<file path="config.mk">
export PLATFORM = sky130hd
export DESIGN_NAME = gpio_event_queue
export DESIGN_NICKNAME = d
export VERILOG_FILES = /design/src/rtl/gpio_event_queue.sv
export SDC_FILE = /design/constraint.sdc
export NUM_CORES = 1
export LEC_CHECK = 0
export CAP_MARGIN = 15
export CORE_UTILIZATION = 25
export CTS_CLUSTER_SIZE = 14
export DETAILED_ROUTE_END_ITERATION = 16
export GPL_TIMING_DRIVEN = 0
export HOLD_SLACK_MARGIN = 0.15
export SKIP_CTS_REPAIR_TIMING = 1
export SLEW_MARGIN = 25
export SYNTH_ARGS = -nofsm -noshare
export SYNTH_HDL_FRONTEND = slang
export SYNTH_SLANG_ARGS = --single-unit
</file>
<file path="constraint.sdc">
create_clock -name HCLK -period 9.2 [get_ports HCLK]
set_clock_uncertainty 0.2 [all_clocks]
set_input_delay 1.84 -clock HCLK [delete_from_list [all_inputs] [get_ports HCLK]]
set_output_delay 1.84 -clock HCLK [all_outputs]
set_load 0.05 [all_outputs]
</file>
<file path="src/rtl/gpio_event_queue.sv">
// gpio_event_queue
// Turns per-pin interrupt levels into an ordered stream of pin-ID events.
// Rising edges latch pending bits. A round-robin arbiter moves them into a
// registered show-ahead FIFO, which is drained over a valid/ready handshake.
// Optional build macro: GPIO_EVQ_TIMESTAMP_EN adds a 16-bit free-running
// cycle counter. Its value at the grant edge travels with each ID and is
// presented on event_ts_o.
module gpio_event_queue #(
    parameter int  N_GPIO     = 32,
    parameter int  FIFO_DEPTH = 4,
    localparam int ID_W       = $clog2(N_GPIO),
    localparam int LVL_W      = $clog2(FIFO_DEPTH) + 1
) (
    input  logic              HCLK,
    input  logic              HRESET,
    input  logic [N_GPIO-1:0] interrupt_i,
    output logic              event_valid_o,
    output logic [ID_W-1:0]   event_id_o,
`ifdef GPIO_EVQ_TIMESTAMP_EN
    output logic [15:0]       event_ts_o,
`endif
    input  logic              event_ready_i,
    output logic [N_GPIO-1:0] pending_o,
    output logic [LVL_W-1:0]  fifo_level_o,
    output logic              overflow_o,
    input  logic              overflow_clr_i
);

    localparam int PTR_W = $clog2(FIFO_DEPTH);
    localparam int SUM_W = ID_W + 1;
`ifdef GPIO_EVQ_TIMESTAMP_EN
    localparam int TS_W  = 16;
    localparam int ENT_W = ID_W + TS_W;
`else
    localparam int ENT_W = ID_W;
`endif

    localparam logic [N_GPIO-1:0] ONE_HOT0 = {{(N_GPIO-1){1'b0}}, 1'b1};
    localparam logic [ID_W-1:0]   LAST_ID  = ID_W'(N_GPIO - 1);
    localparam logic [ID_W-1:0]   ID_ONE   = {{(ID_W-1){1'b0}}, 1'b1};
    localparam logic [SUM_W-1:0]  SUM_N    = SUM_W'(N_GPIO);
    localparam logic [LVL_W-1:0]  LVL_ONE  = {{(LVL_W-1){1'b0}}, 1'b1};
    localparam logic [LVL_W-1:0]  LVL_FULL = LVL_W'(FIFO_DEPTH);
    localparam logic [PTR_W-1:0]  PTR_ONE  = PTR_W'(1);

    // Edge detect, pending, overflow and arbiter state
    logic [N_GPIO-1:0] int_q_r;
    logic [N_GPIO-1:0] pending_r;
    logic [N_GPIO-1:0] pending_next_s;
    logic [N_GPIO-1:0] rise_s;
    logic [N_GPIO-1:0] grant_vec_s;
    logic [ID_W-1:0]   ptr_r;
    logic [ID_W-1:0]   ptr_next_s;
    logic [ID_W-1:0]   grant_idx_s;
    logic              grant_found_s;
    logic              grant_s;
    logic              overflow_r;
    logic              overflow_set_s;

    // FIFO state
    logic [ENT_W-1:0]  mem_r [FIFO_DEPTH];
    logic [PTR_W-1:0]  rd_ptr_r;
    logic [PTR_W-1:0]  wr_ptr_r;
    logic [PTR_W-1:0]  rd_ptr_next_s;
    logic [LVL_W-1:0]  count_r;
    logic [LVL_W-1:0]  count_next_s;
    logic [ENT_W-1:0]  push_data_s;
    logic [ENT_W-1:0]  head_r;
    logic [ENT_W-1:0]  head_next_s;
    logic              event_valid_r;
    logic              pop_s;
    logic              push_allow_s;
    logic              push_s;

`ifdef GPIO_EVQ_TIMESTAMP_EN
    logic [TS_W-1:0]   ts_cnt_r;
`endif

    // Handshake: pop on accepted head; a pop frees a slot for the same-cycle push
    always_comb begin
        rise_s       = interrupt_i & ~int_q_r;
        pop_s        = event_valid_r & event_ready_i;
        push_allow_s = (count_r < LVL_FULL) | pop_s;
    end

    // Round-robin search: first pending bit at index >= ptr, wrapping modulo N_GPIO
    always_comb begin
        logic [SUM_W-1:0] sum_v;
        logic [ID_W-1:0]  idx_v;
        grant_found_s = 1'b0;
        grant_idx_s   = {ID_W{1'b0}};
        for (int k = 0; k < N_GPIO; k++) begin
            sum_v = {1'b0, ptr_r} + SUM_W'(k);
            if (sum_v >= SUM_N) begin
                sum_v = sum_v - SUM_N;
            end else begin
                sum_v = sum_v;
            end
            idx_v = sum_v[ID_W-1:0];
            if (!grant_found_s && pending_r[idx_v]) begin
                grant_found_s = 1'b1;
                grant_idx_s   = idx_v;
            end else begin
                grant_found_s = grant_found_s;
            end
        end
    end

    // Grant resolution, next pending vector, overflow detection and pointer advance
    always_comb begin
        grant_s = grant_found_s & push_allow_s;
        push_s  = grant_s;
        if (grant_s) begin
            grant_vec_s = ONE_HOT0 << grant_idx_s;
            if (grant_idx_s == LAST_ID) begin
                ptr_next_s = {ID_W{1'b0}};
            end else begin
                ptr_next_s = grant_idx_s + ID_ONE;
            end
        end else begin
            grant_vec_s = {N_GPIO{1'b0}};
            ptr_next_s  = ptr_r;
        end
        // A new edge on a bit being granted this cycle is a separate event and re-arms it
        pending_next_s = (pending_r & ~grant_vec_s) | rise_s;
        overflow_set_s = |(rise_s & pending_r & ~grant_vec_s);
    end

    // Entry written into the FIFO on a grant
    always_comb begin
`ifdef GPIO_EVQ_TIMESTAMP_EN
        push_data_s = {ts_cnt_r, grant_idx_s};
`else
        push_data_s = grant_idx_s;
`endif
    end

    // Occupancy update from push/pop
    always_comb begin
        count_next_s = count_r;
        case ({push_s, pop_s})
            2'b10:   count_next_s = count_r + LVL_ONE;
            2'b01:   count_next_s = count_r - LVL_ONE;
            default: count_next_s = count_r;
        endcase
    end

    // Next head entry: the pushed word bypasses storage when it lands at the read slot
    always_comb begin
        if (pop_s) begin
            rd_ptr_next_s = rd_ptr_r + PTR_ONE;
        end else begin
            rd_ptr_next_s = rd_ptr_r;
        end
        if (push_s && (rd_ptr_next_s == wr_ptr_r)) begin
            head_next_s = push_data_s;
        end else begin
            head_next_s = mem_r[rd_ptr_next_s];
        end
    end

    // Edge history, pending bits, sticky overflow and arbiter pointer
    always_ff @(posedge HCLK) begin
        if (HRESET) begin
            int_q_r    <= {N_GPIO{1'b0}};
            pending_r  <= {N_GPIO{1'b0}};
            ptr_r      <= {ID_W{1'b0}};
            overflow_r <= 1'b0;
        end else begin
            int_q_r   <= interrupt_i;
            pending_r <= pending_next_s;
            ptr_r     <= ptr_next_s;
            if (overflow_set_s) begin
                overflow_r <= 1'b1;
            end else if (overflow_clr_i) begin
                overflow_r <= 1'b0;
            end else begin
                overflow_r <= overflow_r;
            end
        end
    end

    // FIFO storage, pointers, occupancy and registered head
    always_ff @(posedge HCLK) begin
        if (HRESET) begin
            for (int i = 0; i < FIFO_DEPTH; i++) begin
                mem_r[i] <= {ENT_W{1'b0}};
            end
            rd_ptr_r      <= {PTR_W{1'b0}};
            wr_ptr_r      <= {PTR_W{1'b0}};
            count_r       <= {LVL_W{1'b0}};
            head_r        <= {ENT_W{1'b0}};
            event_valid_r <= 1'b0;
        end else begin
            if (push_s) begin
                mem_r[wr_ptr_r] <= push_data_s;
                wr_ptr_r        <= wr_ptr_r + PTR_ONE;
            end else begin
                wr_ptr_r <= wr_ptr_r;
            end
            rd_ptr_r      <= rd_ptr_next_s;
            count_r       <= count_next_s;
            head_r        <= head_next_s;
            event_valid_r <= (count_next_s != {LVL_W{1'b0}});
        end
    end

`ifdef GPIO_EVQ_TIMESTAMP_EN
    // Free-running cycle counter sampled into each pushed entry
    always_ff @(posedge HCLK) begin
        if (HRESET) begin
            ts_cnt_r <= {TS_W{1'b0}};
        end else begin
            ts_cnt_r <= ts_cnt_r + 16'd1;
        end
    end

    assign event_ts_o = head_r[ENT_W-1:ID_W];
`endif

    assign event_valid_o = event_valid_r;
    assign event_id_o    = head_r[ID_W-1:0];
    assign pending_o     = pending_r;
    assign fifo_level_o  = count_r;
    assign overflow_o    = overflow_r;

endmodule
</file>
==> metrics.yaml, run 1 <==
run_status:
  status: "completed"
grt:
  antenna_found_initial: 1
  overflow: 0
  grt_pass1_wl_um: 78430
  grt_pass1_vias: 11830
  grt_usage: 0.2176
  grt_max_degree: 21
clock_tree:
  cts-root-buf: "clkbuf_16"
  clk_path_buf_depth: 2
  cts_sinks: 103
  cts_made_buffers: 9
  path_clk_slew_ps: 80
  clk_latency_ps: 360
  htreeDepth: 3
  cts_tree: "built"
place:
  post-place-ws_ps: -1501
  dp_hpwl_um: 41750
  globalplace.congestion: 1.045
  placed_cell_area_mm2: 0.01347
  io_buffers: 77
critical_path:
  rrSetupSlack_ps: 310
  cp-startpoint: "ptr_r[1]$_SDFFE_PP0P_"
  crit_path_max_incr_delay_ps: 640
  r2r-end: "overflow_o$_SDFFE_PP0P_"
  cp_max_fo: 10
  critPathRequiredTime_ps: 9210
  cp.arrival_ps: 8890
  endpoint_kind: "flop"
  critPathKind: "reg2reg"
  critPathSlowestCell: "mux4_2"
  reg2regPathDepth: 31
  regToRegStartpoint: "ptr_r[1]$_SDFFE_PP0P_"
  cp-start-kind: "flop"
  endpoint: "overflow_o$_SDFFE_PP0P_"
routing:
  first_iter_violations: 1481
  first_pass_iters: 7
  postRouteAntennaNets: 0
  drc_errors: 0
  vias: 12470
  routed_via_density: 6.030
  routed_wl_um: 53120
  wl_per_cell_um: 25.70
layout:
  design_area_mm2: 0.01406
  drive_gt1_frac: 0.2014
  syn_to_final_growth_pct: 18.45
  nFillCells: 5019
  nNetsFinal: 1512
  diodes: 0
sta:
  worst_slew_pin_slew_ps: 1178
  slew_viol_final: 0
  fin_tns_setup_ps: 0
  relSlewSlack: 0.1919
  fmax_ghz: 0.1125
  setup_violations: 0
  fin_crit_ps: 8887
  finalCritPeriodShare: 0.9660
  hold_viol_final: 0
  setup_slack_ps: 312.8
yosys:
  ys_seq_area_frac: 0.1906
  yosysTopAreaCell: "mux4_2"
  synthesis.instances: 1350
  async_reset_ff_frac: 0
  syn_nets: 1407
  synth.area.top_cells: "mux4_2 18%, dfxtp_1 14%, mux2i_1 6.7%, mux2_2 5.7%, edfxtp_1 5.1%"
  synth_seq_cells: 103
  yosys-top-cells-count: "122 x nand2_1, 121 x nor2_1, 97 x mux4_2, 90 x a21oi_1, 83 x dfxtp_1"
  synth_edf_count: 20
  syn_avg_cell_area_um2: 8.793
  synth.most_common_cell: "nand2_1"
  synthDominantCellAreaShare: 0.1840
  yosys_warnings: 0
  synth_area_mm2: 0.01187
  yosysUniqueCellTypes: 93
  dominantRegCellSynth: "dfxtp_1"
worst_hold_path:
  hold_class: "reg2reg"
  worstHoldPathCells: 2
die:
  die_width_um: 219.9
  num_rows: 79
  core_area_mm2: 0.04665
  io_pins: 78
  initial_core_util: 0.2544
  die_h_um: 219.9
  die_area_mm2: 0.04836
job:
  drv_cap: 0
through the flow:
| stage | hold slack (ps) | utilization | instances |
|---|---|---|---|
| floorplan | 272.7 | - | 1350 |
| global placement | 294.7 | 0.2872 | 2034 |
| detailed placement | 300.8 | 0.2888 | 2038 |
| CTS | 311.6 | 0.2951 | 2054 |
| global route | 331.1 | 0.3014 | 2067 |
| finish | 306.8 | 0.3014 | 2067 |
cells by family after synthesis:
group	count (synthesis)	share of synthesized area
AO/OA/AOI/OAI	314	0.1809
XOR/XNOR	43	0.03173
adder cells (fa/ha/maj)	21	0.02277
buffers and inverters	155	0.05713
flip-flops	103	0.1906
multiplexers	238	0.3096
AND/OR/NAND/NOR	476	0.2073
cells in the final DEF, fill, tap and decap left out, types with 11 or more instances in the layout:
| cell | synthesis | final |
|---|---|---|
| o211ai_1 | 20 | 20 |
| xnor2_1 | 32 | 30 |
| nand2b_1 | 30 | 30 |
| nand4_1 | 27 | 27 |
| mux4_2 | 97 | 97 |
| edfxtp_1 | 20 | 20 |
| nand3_1 | 35 | 34 |
| nand2_1 | 122 | 122 |
| inv_1 | 41 | 40 |
| clkbuf_1 | 67 | 59 |
| ha_1 | 20 | 15 |
| nor2b_1 | 53 | 53 |
| mux2i_1 | 80 | 72 |
| o21ai_0 | 42 | 41 |
| a211oi_1 | 15 | 15 |
| nand3b_1 | 11 | 11 |
| clkdlybuf4s50_1 | 0 | 77 |
| nor3_1 | 11 | 11 |
| buf_4 | 5 | 23 |
| a21oi_1 | 90 | 90 |
| mux2_2 | 60 | 60 |
| or3_1 | 12 | 12 |
| nor2_1 | 121 | 121 |
| dfxtp_1 | 83 | 82 |
| o22ai_1 | 11 | 11 |
| buf_2 | 29 | 29 |
flip-flops by register name, indices dropped and copies added, names as in the netlist:
register,flops
int_q_r,32
pending_o,32
mem_r,20
event_id_o,5
ptr_r,5
fifo_level_o,3
rd_ptr_r,2
wr_ptr_r,2
event_valid_o,1
overflow_o,1
worst max-delay path, delay by kind of cell (launching register included):
kind	cells	cell delay [ps]
AOI/OAI and AO/OA	7	1560
xor gates and xnor gates	1	250
adders and majority gates	3	910
buffers and inverters	12	2630
DFF	1	460
muxes	2	1270
and+or+nand+nor	6	1390
how the worst min path moves through the flow:
stage	start	end	slack (ps)
2_1_floorplan	int_q_r[2]$_SDFF_PP0_	pending_o[2]$_SDFF_PP0_	270
6_report	int_q_r[6]$_SDFF_PP0_	pending_o[6]$_SDFF_PP0_	310
4_1_cts	int_q_r[4]$_SDFF_PP0_	pending_o[4]$_SDFF_PP0_	310
3_3_place_gp	int_q_r[4]$_SDFF_PP0_	pending_o[4]$_SDFF_PP0_	290
5_1_grt	int_q_r[4]$_SDFF_PP0_	pending_o[4]$_SDFF_PP0_	330
3_5_place_dp	int_q_r[4]$_SDFF_PP0_	pending_o[4]$_SDFF_PP0_	300
metal layers:
layer  vias to the layer above  share of wire  GRT usage
met5                         -        0.00024          0
met3                       148          0.099    0.04265
met2                       869           0.44     0.3298
met1                      6113           0.42     0.2947
li1                       5333              -          -
met4                         2          0.045     0.1025
area by class of cell:
cell class                 count  area, µm²  area share
timing repair buffer          97      915.9     0.06514
multi-input combinational   1092       9136      0.6498
sequential                   103       2263      0.1610
tap                          607      759.5     0.05402
inverter                      43      165.2     0.01175
buffer                       109      523.0     0.03720
clock buffer                   9      225.2     0.01602
clock inverter                 7      71.32    0.005073
Power of run 1 is left out: the tool's default activity adds up to more than one toggle a clock period on the data nets, which glitch-free logic cannot reach.
==> run 2: changes to the inputs <==
- CAP_MARGIN: 15 -> default
- SETUP_SLACK_MARGIN: default -> 0.4
==> metrics.yaml, run 2 (synthesized netlist as in run 1, its figures left out) <==
die:
  core_area_mm2: 0.04665  # unchanged
  die_area_mm2: 0.04836  # unchanged
  initial_core_util: 0.2544  # unchanged
  io_pins: 78  # unchanged
  die_h_um: 219.9  # unchanged
  die_width_um: 219.9  # unchanged
  num_rows: 79  # unchanged
critical_path:
  critPathSlowestCell: "mux4_2"
  cp-start-kind: "flop"
  regToRegStartpoint: "ptr_r[1]$_SDFFE_PP0P_"
  rrSetupSlack_ps: 700  # +380 ps
  cp-startpoint: "ptr_r[1]$_SDFFE_PP0P_"
  path_common_cell: "buf_6"
  cp_max_fo: 10  # unchanged
  cp.arrival_ps: 8510  # -380 ps
  cp_top_family: "buffers and inverters"
  endpoint_kind: "flop"
  critPathRequiredTime_ps: 9210  # about the same
  reg2regPathDepth: 29  # -6.5%
  r2r-end: "overflow_o$_SDFFE_PP0P_"
  crit_buf_inv: 13  # +1
  critPathKind: "reg2reg"
  crit_path_max_incr_delay_ps: 650  # about the same
grt:
  overflow: 0  # unchanged
  grt_max_degree: 21  # unchanged
  antenna_found_initial: 1  # unchanged
  grt_pass1_vias: 11830  # unchanged
  grt_usage: 0.2176  # unchanged
  grt_pass1_wl_um: 78430  # unchanged
layout:
  design_area_mm2: 0.01419  # +0.92%
  nNetsFinal: 1524  # +0.79%
  layout_commonest_cell: "nand2_1"
  drive_gt1_frac: 0.2113  # +0.009907
  layout_common_cells: "122 x nand2_1, 121 x nor2_1, 97 x mux4_2"
  syn_to_final_growth_pct: 19.53
  final_util: 0.3041  # +0.002762
  nFillCells: 5011  # -0.16%
  diodes: 0  # unchanged
worst_hold_path:
  whs_endpoint: "pending_o[6]$_SDFF_PP0_"
  hold_class: "reg2reg"
  worstHoldStart: "int_q_r[6]$_SDFF_PP0_"
  worstHoldPathCells: 2  # unchanged
place:
  post-place-ws_ps: -1501  # unchanged
  io_buffers: 77  # unchanged
  dp_hpwl_um: 41750  # unchanged
  globalplace.congestion: 1.045  # unchanged
  placed_cell_area_mm2: 0.01347  # unchanged
routing:
  routed_wl_um: 53570  # +0.85%
  vias: 12520  # +0.44%
  drc_errors: 0  # unchanged
  first_iter_violations: 1525  # +3.0%
  postRouteAntennaNets: 0  # unchanged
  first_pass_iters: 6  # -1
  wl_per_cell_um: 25.77  # +0.27%
  routed_via_density: 6.022  # -0.14%
clock_tree:
  clk_latency_ps: 370  # about the same
  cts_made_buffers: 9  # unchanged
  htreeDepth: 3  # unchanged
  cts_sinks: 103  # unchanged
  cts-root-buf: "clkbuf_16"
  path_clk_slew_ps: 80  # about the same
  cts_tree: "built"
  clk_path_buf_depth: 2  # unchanged
sta:
  finalCritPeriodShare: 0.9244  # -0.04157
  fmax_ghz: 0.1176  # +4.5%
  hold_viol_final: 0  # unchanged
  rsz0062_at_grt: "false"
  worst_slew_pin_slew_ps: 1048  # -130.1 ps
  setup_slack_ps: 695.2  # +382.4 ps
  relSlewSlack: 0.2961  # +0.1042
  hold-worst-slack_ps: 304.5  # -2.250 ps
  fin_crit_ps: 8505  # -382.4 ps
  slew_viol_final: 0  # unchanged
  setup_violations: 0  # unchanged
job:
  drv_cap: 0  # unchanged
run_status:
  status: "completed"
[run 2: changes by cell type in the layout (fill, tap and decap cells not counted), moves of 2 or more]
cell / before / now
buf_6: 4 / 7
mux2i_2: 6 / 8
buf_4: 23 / 31
clkbuf_4: 4 / 8
ha_1: 15 / 18
ha_4: 2 / 0
mux2i_1: 72 / 69
buf_2: 29 / 27
clkbuf_1: 59 / 57
[run 2: stage by stage]
step | instances | setup TNS [ps]
floorplan | 1350 | 0
global placement | 2034 | -48780
detailed placement | 2038 | -19350
CTS | 2054 | -21540
global route | 2079 | 0
finish | 2079 | 0
[run 2: cell type report]
class	instances	area, µm²	area share
Inverter	43	165.2	0.01164
Tap cell	607	759.5	0.05353
Sequential cell	103	2263	0.1595
Clock inverter	7	71.32	0.005026
Clock buffer	9	225.2	0.01587
Buffer	112	565.5	0.03986
Timing Repair Buffer	106	999.7	0.07046
Multi-Input combinational cell	1092	9139	0.6441
[run 2: worst max path at each step]
| stage | cells after the start | slack [ps] | endpoint |
|---|---|---|---|
| 2_1_floorplan | 29 | 1410 | overflow_o$_SDFFE_PP0P_ |
| 3_3_place_gp | 25 | -2290 | overflow_o$_SDFFE_PP0P_ |
| 3_5_place_dp | 30 | -1500 | overflow_o$_SDFFE_PP0P_ |
| 4_1_cts | 30 | -1570 | overflow_o$_SDFFE_PP0P_ |
| 5_1_grt | 31 | 370 | overflow_o$_SDFFE_PP0P_ |
| 6_report | 29 | 700 | overflow_o$_SDFFE_PP0P_ |
[run 2: metal layers]
metal / wire, µm / vias up / track usage
met5: 13 / - / 0
met2: 23150 / 883 / 0.3298
li1: - / 5360 / -
met3: 5267 / 176 / 0.04265
met1: 22430 / 6099 / 0.2947
met4: 2710 / 2 / 0.1025
[run 2: tightest hold or removal path: cells and delay by family, from the launching register on]
family           cells  cell delay (ps)
AO/OA/AOI/OAI        1               60
flip-flops           1              310
AND/OR/NAND/NOR      1              100
Power of run 2 is left out for the same reason.
